**config.mk**
```make
export PLATFORM = sky130hd
export DESIGN_NAME = perf_counter_unit
export DESIGN_NICKNAME = d
export VERILOG_FILES = /design/src/rtl/perf_pkg.sv /design/src/rtl/perf_counter_channel.sv /design/src/rtl/perf_counter_unit.sv
export SDC_FILE = /design/constraint.sdc
export NUM_CORES = 1
export LEC_CHECK = 0
export ABC_CLOCK_PERIOD_IN_PS = 12200
export BUFFER_PORTS_ARGS = -buffer_cell sky130_fd_sc_hd__buf_4
export CAP_MARGIN = 20
export CELL_PAD_IN_SITES_DETAIL_PLACEMENT = 1
export CELL_PAD_IN_SITES_GLOBAL_PLACEMENT = 1
export CORE_UTILIZATION = 47
export CTS_BUF_LIST = sky130_fd_sc_hd__clkbuf_2 sky130_fd_sc_hd__clkbuf_4 sky130_fd_sc_hd__clkbuf_8
export CTS_CLUSTER_SIZE = 10
export DETAILED_ROUTE_END_ITERATION = 7
export MAX_ROUTING_LAYER = met4
export PLACE_DENSITY_LB_ADDON = 0.1
export SLEW_MARGIN = 0
export SYNTH_ARGS = -nofsm -noshare
export SYNTH_HDL_FRONTEND = slang
export SYNTH_SLANG_ARGS = --single-unit
```
**constraint.sdc**
```tcl
create_clock -name clk_i -period 12.2 [get_ports clk_i]
set_input_delay 2.44 -clock clk_i [delete_from_list [all_inputs] [get_ports clk_i]]
set_output_delay 2.44 -clock clk_i [all_outputs]
set_load 0.02 [all_outputs]
```
**src/rtl/perf_pkg.sv**
```systemverilog
// Shared FSM encoding and default build constants for the performance counter unit.
package perf_pkg;

  typedef enum logic [1:0] {
    ST_IDLE = 2'd0,
    ST_RUN  = 2'd1,
    ST_DONE = 2'd2
  } perf_state_e;

  localparam int DEF_N_CH        = 4;
  localparam int DEF_CNT_W       = 32;
  localparam int DEF_CYCLE_LIMIT = 64;
  localparam int DEF_SATURATE    = 1;

  function automatic int sel_w(input int n);
    return (n > 1) ? $clog2(n) : 1;
  endfunction

endpackage

```
**src/rtl/perf_counter_channel.sv**
```systemverilog
// One counter slice: increments on inc_i, sticky overflow on increment from all-ones,
// then either holds (SATURATE=1) or wraps to zero.
module perf_counter_channel
  import perf_pkg::*;
#(
  parameter int CNT_W    = DEF_CNT_W,
  parameter int SATURATE = DEF_SATURATE
) (
  input  logic             clk_i,
  input  logic             rst_i,
  input  logic             clr_i,
  input  logic             inc_i,
  output logic [CNT_W-1:0] cnt_o,
  output logic             ovf_o
);

  logic [CNT_W-1:0] r_cnt;
  logic             r_ovf;

  always_ff @(posedge clk_i or posedge rst_i) begin
    if (rst_i) begin
      r_cnt <= '0;
      r_ovf <= 1'b0;
    end else if (clr_i) begin
      r_cnt <= '0;
      r_ovf <= 1'b0;
    end else if (inc_i) begin
      if (&r_cnt) begin
        r_ovf <= 1'b1;
        if (SATURATE == 0) r_cnt <= '0;
      end else begin
        r_cnt <= r_cnt + CNT_W'(1);
      end
    end
  end

  assign cnt_o = r_cnt;
  assign ovf_o = r_ovf;

endmodule

```
**src/rtl/perf_counter_unit.sv**
```systemverilog
// Multi-channel event counter with run/pause/limit FSM, shadow snapshot bank and
// registered single-channel readback.
module perf_counter_unit
  import perf_pkg::*;
#(
  parameter int N_CH        = DEF_N_CH,
  parameter int CNT_W       = DEF_CNT_W,
  parameter int CYCLE_LIMIT = DEF_CYCLE_LIMIT,
  parameter int SATURATE    = DEF_SATURATE
) (
  input  logic                      clk_i,
  input  logic                      rst_i,
  input  logic                      start_i,
  input  logic                      clear_i,
  input  logic [N_CH-1:0]           event_i,
  input  logic                      snap_i,
  input  logic [sel_w(N_CH)-1:0]    rd_sel_i,
  output logic [CNT_W-1:0]          rd_data_o,
  output logic                      rd_ovf_o,
  output logic [CNT_W-1:0]          cycle_o,
  output logic                      busy_o,
  output logic                      done_o
);

  localparam logic [CNT_W-1:0] LIMIT_LAST = CNT_W'(CYCLE_LIMIT - 1);

  perf_state_e      r_state;
  logic             r_busy;
  logic             r_done;
  logic             w_run;
  logic             w_hit_limit;
  logic [CNT_W-1:0] w_cycle;
  logic             w_cyc_ovf_unused;
  logic [CNT_W-1:0] w_cnt [N_CH];
  logic [N_CH-1:0]  w_ovf;
  logic [CNT_W-1:0] r_shadow_cnt [N_CH];
  logic [N_CH-1:0]  r_shadow_ovf;
  logic [CNT_W-1:0] r_rd_data;
  logic             r_rd_ovf;

  // Counting is gated on the registered state, so the IDLE->RUN edge never counts.
  assign w_run       = (r_state == ST_RUN) && !clear_i;
  assign w_hit_limit = (CYCLE_LIMIT != 0) && (w_cycle == LIMIT_LAST);

  always_ff @(posedge clk_i or posedge rst_i) begin
    if (rst_i) begin
      r_state <= ST_IDLE;
      r_busy  <= 1'b0;
      r_done  <= 1'b0;
    end else if (clear_i) begin
      r_state <= ST_IDLE;
      r_busy  <= 1'b0;
      r_done  <= 1'b0;
    end else begin
      case (r_state)
        ST_IDLE: if (start_i) begin
          r_state <= ST_RUN;
          r_busy  <= 1'b1;
        end
        ST_RUN: if (w_hit_limit) begin
          r_state <= ST_DONE;
          r_busy  <= 1'b0;
          r_done  <= 1'b1;
        end else if (!start_i) begin
          r_state <= ST_IDLE;
          r_busy  <= 1'b0;
        end
        ST_DONE: begin
        end
        default: begin
          r_state <= ST_IDLE;
          r_busy  <= 1'b0;
          r_done  <= 1'b0;
        end
      endcase
    end
  end

  for (genvar k = 0; k < N_CH; k++) begin : g_ch
    perf_counter_channel #(.CNT_W(CNT_W), .SATURATE(SATURATE)) u_ch (
      .clk_i (clk_i),
      .rst_i (rst_i),
      .clr_i (clear_i),
      .inc_i (w_run & event_i[k]),
      .cnt_o (w_cnt[k]),
      .ovf_o (w_ovf[k])
    );
  end

  perf_counter_channel #(.CNT_W(CNT_W), .SATURATE(SATURATE)) u_cycle (
    .clk_i (clk_i),
    .rst_i (rst_i),
    .clr_i (clear_i),
    .inc_i (w_run),
    .cnt_o (w_cycle),
    .ovf_o (w_cyc_ovf_unused)
  );

  // Shadows sample pre-edge live values; readback sees pre-edge shadows.
  always_ff @(posedge clk_i or posedge rst_i) begin
    if (rst_i) begin
      for (int k = 0; k < N_CH; k++) r_shadow_cnt[k] <= '0;
      r_shadow_ovf <= '0;
      r_rd_data    <= '0;
      r_rd_ovf     <= 1'b0;
    end else begin
      if (snap_i) begin
        for (int k = 0; k < N_CH; k++) r_shadow_cnt[k] <= w_cnt[k];
        r_shadow_ovf <= w_ovf;
      end
      if (32'(rd_sel_i) < N_CH) begin
        r_rd_data <= r_shadow_cnt[rd_sel_i];
        r_rd_ovf  <= r_shadow_ovf[rd_sel_i];
      end else begin
        r_rd_data <= '0;
        r_rd_ovf  <= 1'b0;
      end
    end
  end

  assign rd_data_o = r_rd_data;
  assign rd_ovf_o  = r_rd_ovf;
  assign cycle_o   = w_cycle;
  assign busy_o    = r_busy;
  assign done_o    = r_done;

endmodule

```
==> reports/results.tsv, run 1 <==
metric	value	unit
Int Pwr	1.74	mW
sequential share of power	0.488	
clock transition at the registers of the reported paths	0.06	ns
post-synthesis instance total	1366	
Peak VDD IR	0.0949	mV
worst-skew pair later-pin latency	0.65	ns
Max clock buf depth	3	
die area	34400	um^2
GR Util met3	0.0413	
cts hold-fix bufs	0	
largest area contributor in the netlist	dfrtp_1	
CTS tree	yes	
IO Pins	78	
Slowest Stage Delay on Critical Path	0.65	ns
Tcrit/Tclk final	0.359	
Yosys warnings	0	
combinational share of power	0.041	
antenna violations before repair	0	
Max Slew Vio Count	0	
postcts setup bufs	0	
Yosys reg bits	332	
Primary FF master, synth	dfrtp_1	
Pwr Density	127	nW/um^2
Final min period	4.38	ns
Mean Syn Cell Area	11.6	um^2
num rows	66	
drc violations	0	
Post-Synthesis Cell Area	15800	um^2
main combinational cell family by area after synthesis	simple AND/OR/NAND/NOR gates	
status	completed	
P_leak	7.85	nW
Worst Max-Slew Pin Slew	1.18	ns
WL final	43300	um
Layout Nets	1459	
GR met2 Demand/Resource	0.431	
Max Cap Viol	0	
post-detail-place hpwl	29200	um
Buffers on Ports	77	
CP Class	input pin to flop	
Post-Route Setup TNS	0	ns
Vias/cell	6.06	
Die Y	186	um
first-pass GRT wire length	69600	um
count leader, synth	dfrtp_1	
Final ANT Viol Nets	0	
post-synthesis compound-gate area fraction	0.0918	
GRT Total Usage	0.273	
Remaining Overflow, GRT	0	
final setup fails	0	
Max Clock Skew	0.0226	ns
min-delay src	g_ch[0].u_ch.ovf_o$_DFFE_PP0P_	
# diodes	0	
initial core utilization	0.482	
mean routed wirelength per cell	22.5	um
hold depth	1	
top area cells in the synthesized netlist	dfrtp_1 (52%), mux2_2 (10%), mux4_2 (4.7%)	
DR vias	11700	
Die Width	186	um
P&R area growth vs syn	14.1	%
worst setup path startpoint	clear_i	
post-synth top area share	0.525	
Synth async-reset ratio	1.00	
GRT busiest layer	met2	
RSZ-0062 raised after global routing	no	
maximum fanout along the worst path	60	
Seq/Total Area, Yosys	0.525	
WP data required	12.76	ns
worst hold path type	flop to flop	
drt first pass iters	5	
FMAX	0.228	GHz
nature of the critical path endpoint	flop	
Data arrival, critical path	4.94	ns
slew margin rel.	0.209	
syn nets	1382	
Reg2Reg Depth	5	
post-CTS resize count	0	
H-tree Lvls	2	
Sw Ratio	0.242	
vias in the first global route	12200	
number of distinct library cells after synthesis	68	
Setup crit start kind	input pin	
CTS buffer count	58	
r2r startpoint	u_cycle.cnt_o[24]$_DFFE_PP0P_	
sw power	554	uW
post-synthesis mux area share	0.158	
share of cells above drive strength 1	0.281	
clk sink count	332	
slowest library cell on the worst path	a2111oi_0	
Commonest cells post-synth	dfrtp_1 (332), mux2_2 (145), nor2_1 (95), a21oi_1 (70), clkbuf_1 (60)	
GPL Wtd Cong	0.813	
Final Core Density	0.549	
GRT met1 Usage	0.358	
largest net degree at the start of global routing	145	
core box area	32900	um^2
Post-synth EDFFs	0	
CTS root buffer	clkbuf_8	
drt initial violations	579	
cells along the critical path	buf_6 > inv_1 > a2111oi_0 > o311ai_2 > buf_4 > or4_1 > a21oi_1	
Fin. Hold Viols	0	
Adder-Cell Fraction of Synth Area	0.00395	
Synth Area in XOR/XNOR	0.0304	
Synth Area in Simple Gates	0.166	
clock share of power	0.471	
critical path, delay by kind of cell:
kind | cells | cell delay (ns)
buffers and inverters | 3 | 1.00
AO/OA/AOI/OAI | 3 | 0.99
AND/OR/NAND/NOR | 1 | 0.48
cell families (layout without fill, tap and decap cells):
logic type,Yosys count,count (layout)
adders and majority gates,5,5
buffers and inverters,98,218
DFF,332,332
and+or+nand+nor,467,467
muxes,189,189
xor gates and xnor gates,55,55
AOI/OAI and AO/OA,220,220
power by group through the flow:
| stage | Combinational [mW] | Clock, mW | Sequential, mW |
|---|---|---|---|
| floorplan | 0.0661 | 0 | 1.14 |
| global placement | 0.0935 | 0 | 1.14 |
| detailed placement | 0.0950 | 0 | 1.14 |
| CTS | 0.0962 | 1.11 | 1.12 |
| global route | 0.105 | 1.15 | 1.12 |
| finish | 0.0938 | 1.08 | 1.12 |
worst paths after layout:
check,slack [ns],end
min reg2reg,0.50,g_ch[0].u_ch.ovf_o$_DFFE_PP0P_
max,7.82,g_ch[0].u_ch.cnt_o[31]$_DFFE_PP0P_
max in group asynchronous,8.95,r_shadow_cnt[72]$_DFFE_PP0P_
min,0.50,g_ch[0].u_ch.ovf_o$_DFFE_PP0P_
min in group asynchronous,1.87,g_ch[0].u_ch.cnt_o[23]$_DFFE_PP0P_
max reg2reg,9.42,u_cycle.cnt_o[27]$_DFFE_PP0P_
cells in the final DEF, fill, tap and decap left out, types with 11 or more instances in the layout:
| master | instances |
|---|---|
| nand4_1 | 41 |
| and3_1 | 15 |
| and2_1 | 12 |
| mux2_2 | 145 |
| buf_4 | 90 |
| a211oi_1 | 14 |
| nor4_1 | 26 |
| inv_1 | 20 |
| dfrtp_1 | 332 |
| xnor2_1 | 46 |
| nor2_1 | 95 |
| clkinv_2 | 11 |
| o21ai_0 | 41 |
| clkbuf_8 | 77 |
| clkbuf_4 | 12 |
| a21oi_1 | 70 |
| nand2_1 | 59 |
| o31ai_1 | 23 |
| a2111oi_0 | 11 |
| nor2b_1 | 20 |
| or4_1 | 26 |
| nand3_1 | 49 |
| nor3_1 | 18 |
| mux4_2 | 33 |
| or3_1 | 48 |
| and4_1 | 22 |
area by class of cell:
| class | instances | area (um^2) |
|---|---|---|
| Clock inverter | 14 | 82.6 |
| Inverter | 21 | 86.3 |
| Tap cell | 442 | 553 |
| Timing Repair Buffer | 94 | 739 |
| Multi-Input combinational cell | 936 | 7140 |
| Sequential cell | 332 | 8310 |
| Clock buffer | 89 | 1150 |
| Fill cell | 3502 | 14800 |
metal layers:
layer	vias up	wire, um
met5	-	0
met4	0	1140
met3	81	1490
met2	204	21100
met1	6127	19600
li1	5271	-
state kept, by name, indices dropped and copies added, names as in the netlist, 2 cells and up:
name,cells
u_cycle.cnt_o,32
r_shadow_ovf,4
r_state,2
g_ch.u_ch.ovf_o,4
r_shadow_cnt,128
rd_data_o,32
g_ch.u_ch.cnt_o,128
through the flow:
step                instances  area (um^2)  hold slack, ns  setup WS (ns)  power (mW)
floorplan                1366        15800           0.457          0.564        1.20
finish                   1928        18100           0.501           7.82        2.29
global placement         1823        16800           0.472           7.19        1.23
CTS                      1927        18000           0.502           7.83        2.32
global route             1928        18100           0.517           7.66        2.38
detailed placement       1824        16800           0.480           7.11        1.23
(Power assumes the default switching activity.)
==> run 2: changes to the inputs <==
- ABC_CLOCK_PERIOD_IN_PS: 12200 -> 3700
- clock period: 12.2 -> 3.7 ns (I/O delays scaled with it)
==> reports/results.tsv, run 2 (same netlist as run 1, synthesis figures left out) <==
metric	value	unit	change
fin cells	1934		+0.31%
Cells after DPL	1836		+0.66%
Final Core Density	0.551		+0.00129
post-detail-place hpwl	29300	um	+0.42%
CP bufs+invs	1		-2
Hold Slack	0.173	ns	-0.328 ns
CTS root buffer	clkbuf_8		
WP data required	4.21	ns	-8.55 ns
antenna violations before repair	2		+2
Max Cap Viol	0		unchanged
slowest library cell on the worst path	a31o_1		
Max clock buf depth	3		unchanged
WL final	42600	um	-1.6%
maximum fanout along the worst path	20		-67%
Max Clock Skew	0.0207	ns	-0.00194 ns
Reg2Reg Depth	6		+1
IO Pins	78		unchanged
Vias/cell	6.00		-0.92%
drc violations	0		unchanged
Max Slew Vio Count	0		unchanged
nature of the critical path endpoint	flop		
CTS tree	yes		
Data arrival, critical path	3.32	ns	-1.62 ns
drt initial violations	692		+20%
r2r startpoint	g_ch[3].u_ch.cnt_o[20]$_DFFE_PP0P_		
drt first pass iters	4		-1
worst hold path type	input pin to async pin		
GRT Total Usage	0.267		-0.00562
most frequent cells in the layout	dfrtp_1 (332), mux2_2 (145), buf_4 (100)		
Die Width	186	um	unchanged
RSZ-0062 raised after global routing	no		
FMAX	0.356	GHz	
postcts setup bufs	0		unchanged
# diodes	0		unchanged
CP top delay family	simple AND/OR/NAND/NOR gates		
vias in the first global route	12100		-1.2%
R2R Path End	g_ch[3].u_ch.cnt_o[25]$_DFFE_PP0P_		
die area	34400	um^2	unchanged
Fin. Hold Viols	0		unchanged
P_leak	7.87	nW	+0.28%
largest net degree at the start of global routing	81		-44%
final setup fails	0		unchanged
H-tree Lvls	2		unchanged
CP Class	flop to flop		
num rows	66		unchanged
core box area	32900	um^2	unchanged
Slowest Stage Delay on Critical Path	0.67	ns	+0.02 ns
status	completed		
mean routed wirelength per cell	22.0	um	-1.9%
Final ANT Viol Nets	0		unchanged
Layout Nets	1469		+0.69%
clk sink count	332		unchanged
Remaining Overflow, GRT	0		unchanged
Tcrit/Tclk final	0.759		
GPL Wtd Cong	0.823		+1.2%
cts hold-fix bufs	0		unchanged
Die Y	186	um	unchanged
first-pass GRT wire length	69000	um	-0.87%
most common cell after layout, fill and taps aside	dfrtp_1		
worst-skew pair later-pin latency	0.64	ns	about the same
Setup crit start kind	flop		
CTS buffer count	57		-1.7%
share of cells above drive strength 1	0.284		+0.00289
DR vias	11600		-0.62%
post-CTS resize count	0		unchanged
Worst Max-Slew Pin Slew	0.990	ns	-0.187 ns
Final min period	2.81	ns	
slew margin rel.	0.337		+0.128
cells along the critical path	nand4_1 > nor4_2 > buf_4 > a31o_1 > nor4_1 > mux2_2		
P&R area growth vs syn	14.3	%	
initial core utilization	0.482		unchanged
flop2flop setup slack	0.89	ns	-8.53 ns
Pwr Density	412	nW/um^2	+220%
clock transition at the registers of the reported paths	0.06	ns	about the same
Peak VDD IR	0.253	mV	+170%
Buffers on Ports	77		unchanged
run 2: worst max-delay path by stage:
stage                                               endpoint  slack, ns  cells past startpoint                                from
after floorplan                           done_o$_DFFE_PP0P_      -1.47                      1                               rst_i
after global placement    g_ch[0].u_ch.cnt_o[31]$_DFFE_PP0P_       0.89                      7                             clear_i
after detailed placement  g_ch[0].u_ch.cnt_o[31]$_DFFE_PP0P_       0.83                      7                             clear_i
after CTS                 g_ch[3].u_ch.cnt_o[25]$_DFFE_PP0P_       0.92                      6  g_ch[3].u_ch.cnt_o[20]$_DFFE_PP0P_
after global routing      g_ch[3].u_ch.cnt_o[25]$_DFFE_PP0P_       0.70                      6  g_ch[3].u_ch.cnt_o[20]$_DFFE_PP0P_
final                     g_ch[3].u_ch.cnt_o[25]$_DFFE_PP0P_       0.89                      6  g_ch[3].u_ch.cnt_o[20]$_DFFE_PP0P_
run 2: power breakdown:
part	internal (mW)	switching, mW
clock network	1.94	1.51
registers	3.66	0.0262
logic	0.0990	0.219
total	5.70	1.76
run 2: cell type report:
| class | count | area, um^2 |
|---|---|---|
| Tap cell | 442 | 553 |
| Multi-Input combinational cell | 936 | 7140 |
| Clock inverter | 5 | 27.5 |
| Sequential cell | 332 | 8310 |
| Timing Repair Buffer | 105 | 842 |
| Fill cell | 3532 | 14800 |
| Clock buffer | 93 | 1150 |
| Inverter | 21 | 82.6 |
run 2: through the flow:
stage	setup TNS, ns	instance area [um^2]	setup slack (ns)	power (mW)
floorplan	-489.58	15800	-1.47	3.97
global placement	0	16900	0.888	4.07
detailed placement	0	16900	0.830	4.07
CTS	0	18100	0.921	7.55
global route	0	18100	0.702	7.74
finish	0	18100	0.892	7.45
run 2: routing by layer:
layer | GRT usage | share of wire | vias up
met1 | 0.372 | 0.47 | 6084
met2 | 0.404 | 0.47 | 181
met5 | - | 0 | -
li1 | - | - | 5280
met3 | 0.0413 | 0.036 | 66
met4 | 0.0783 | 0.022 | 0
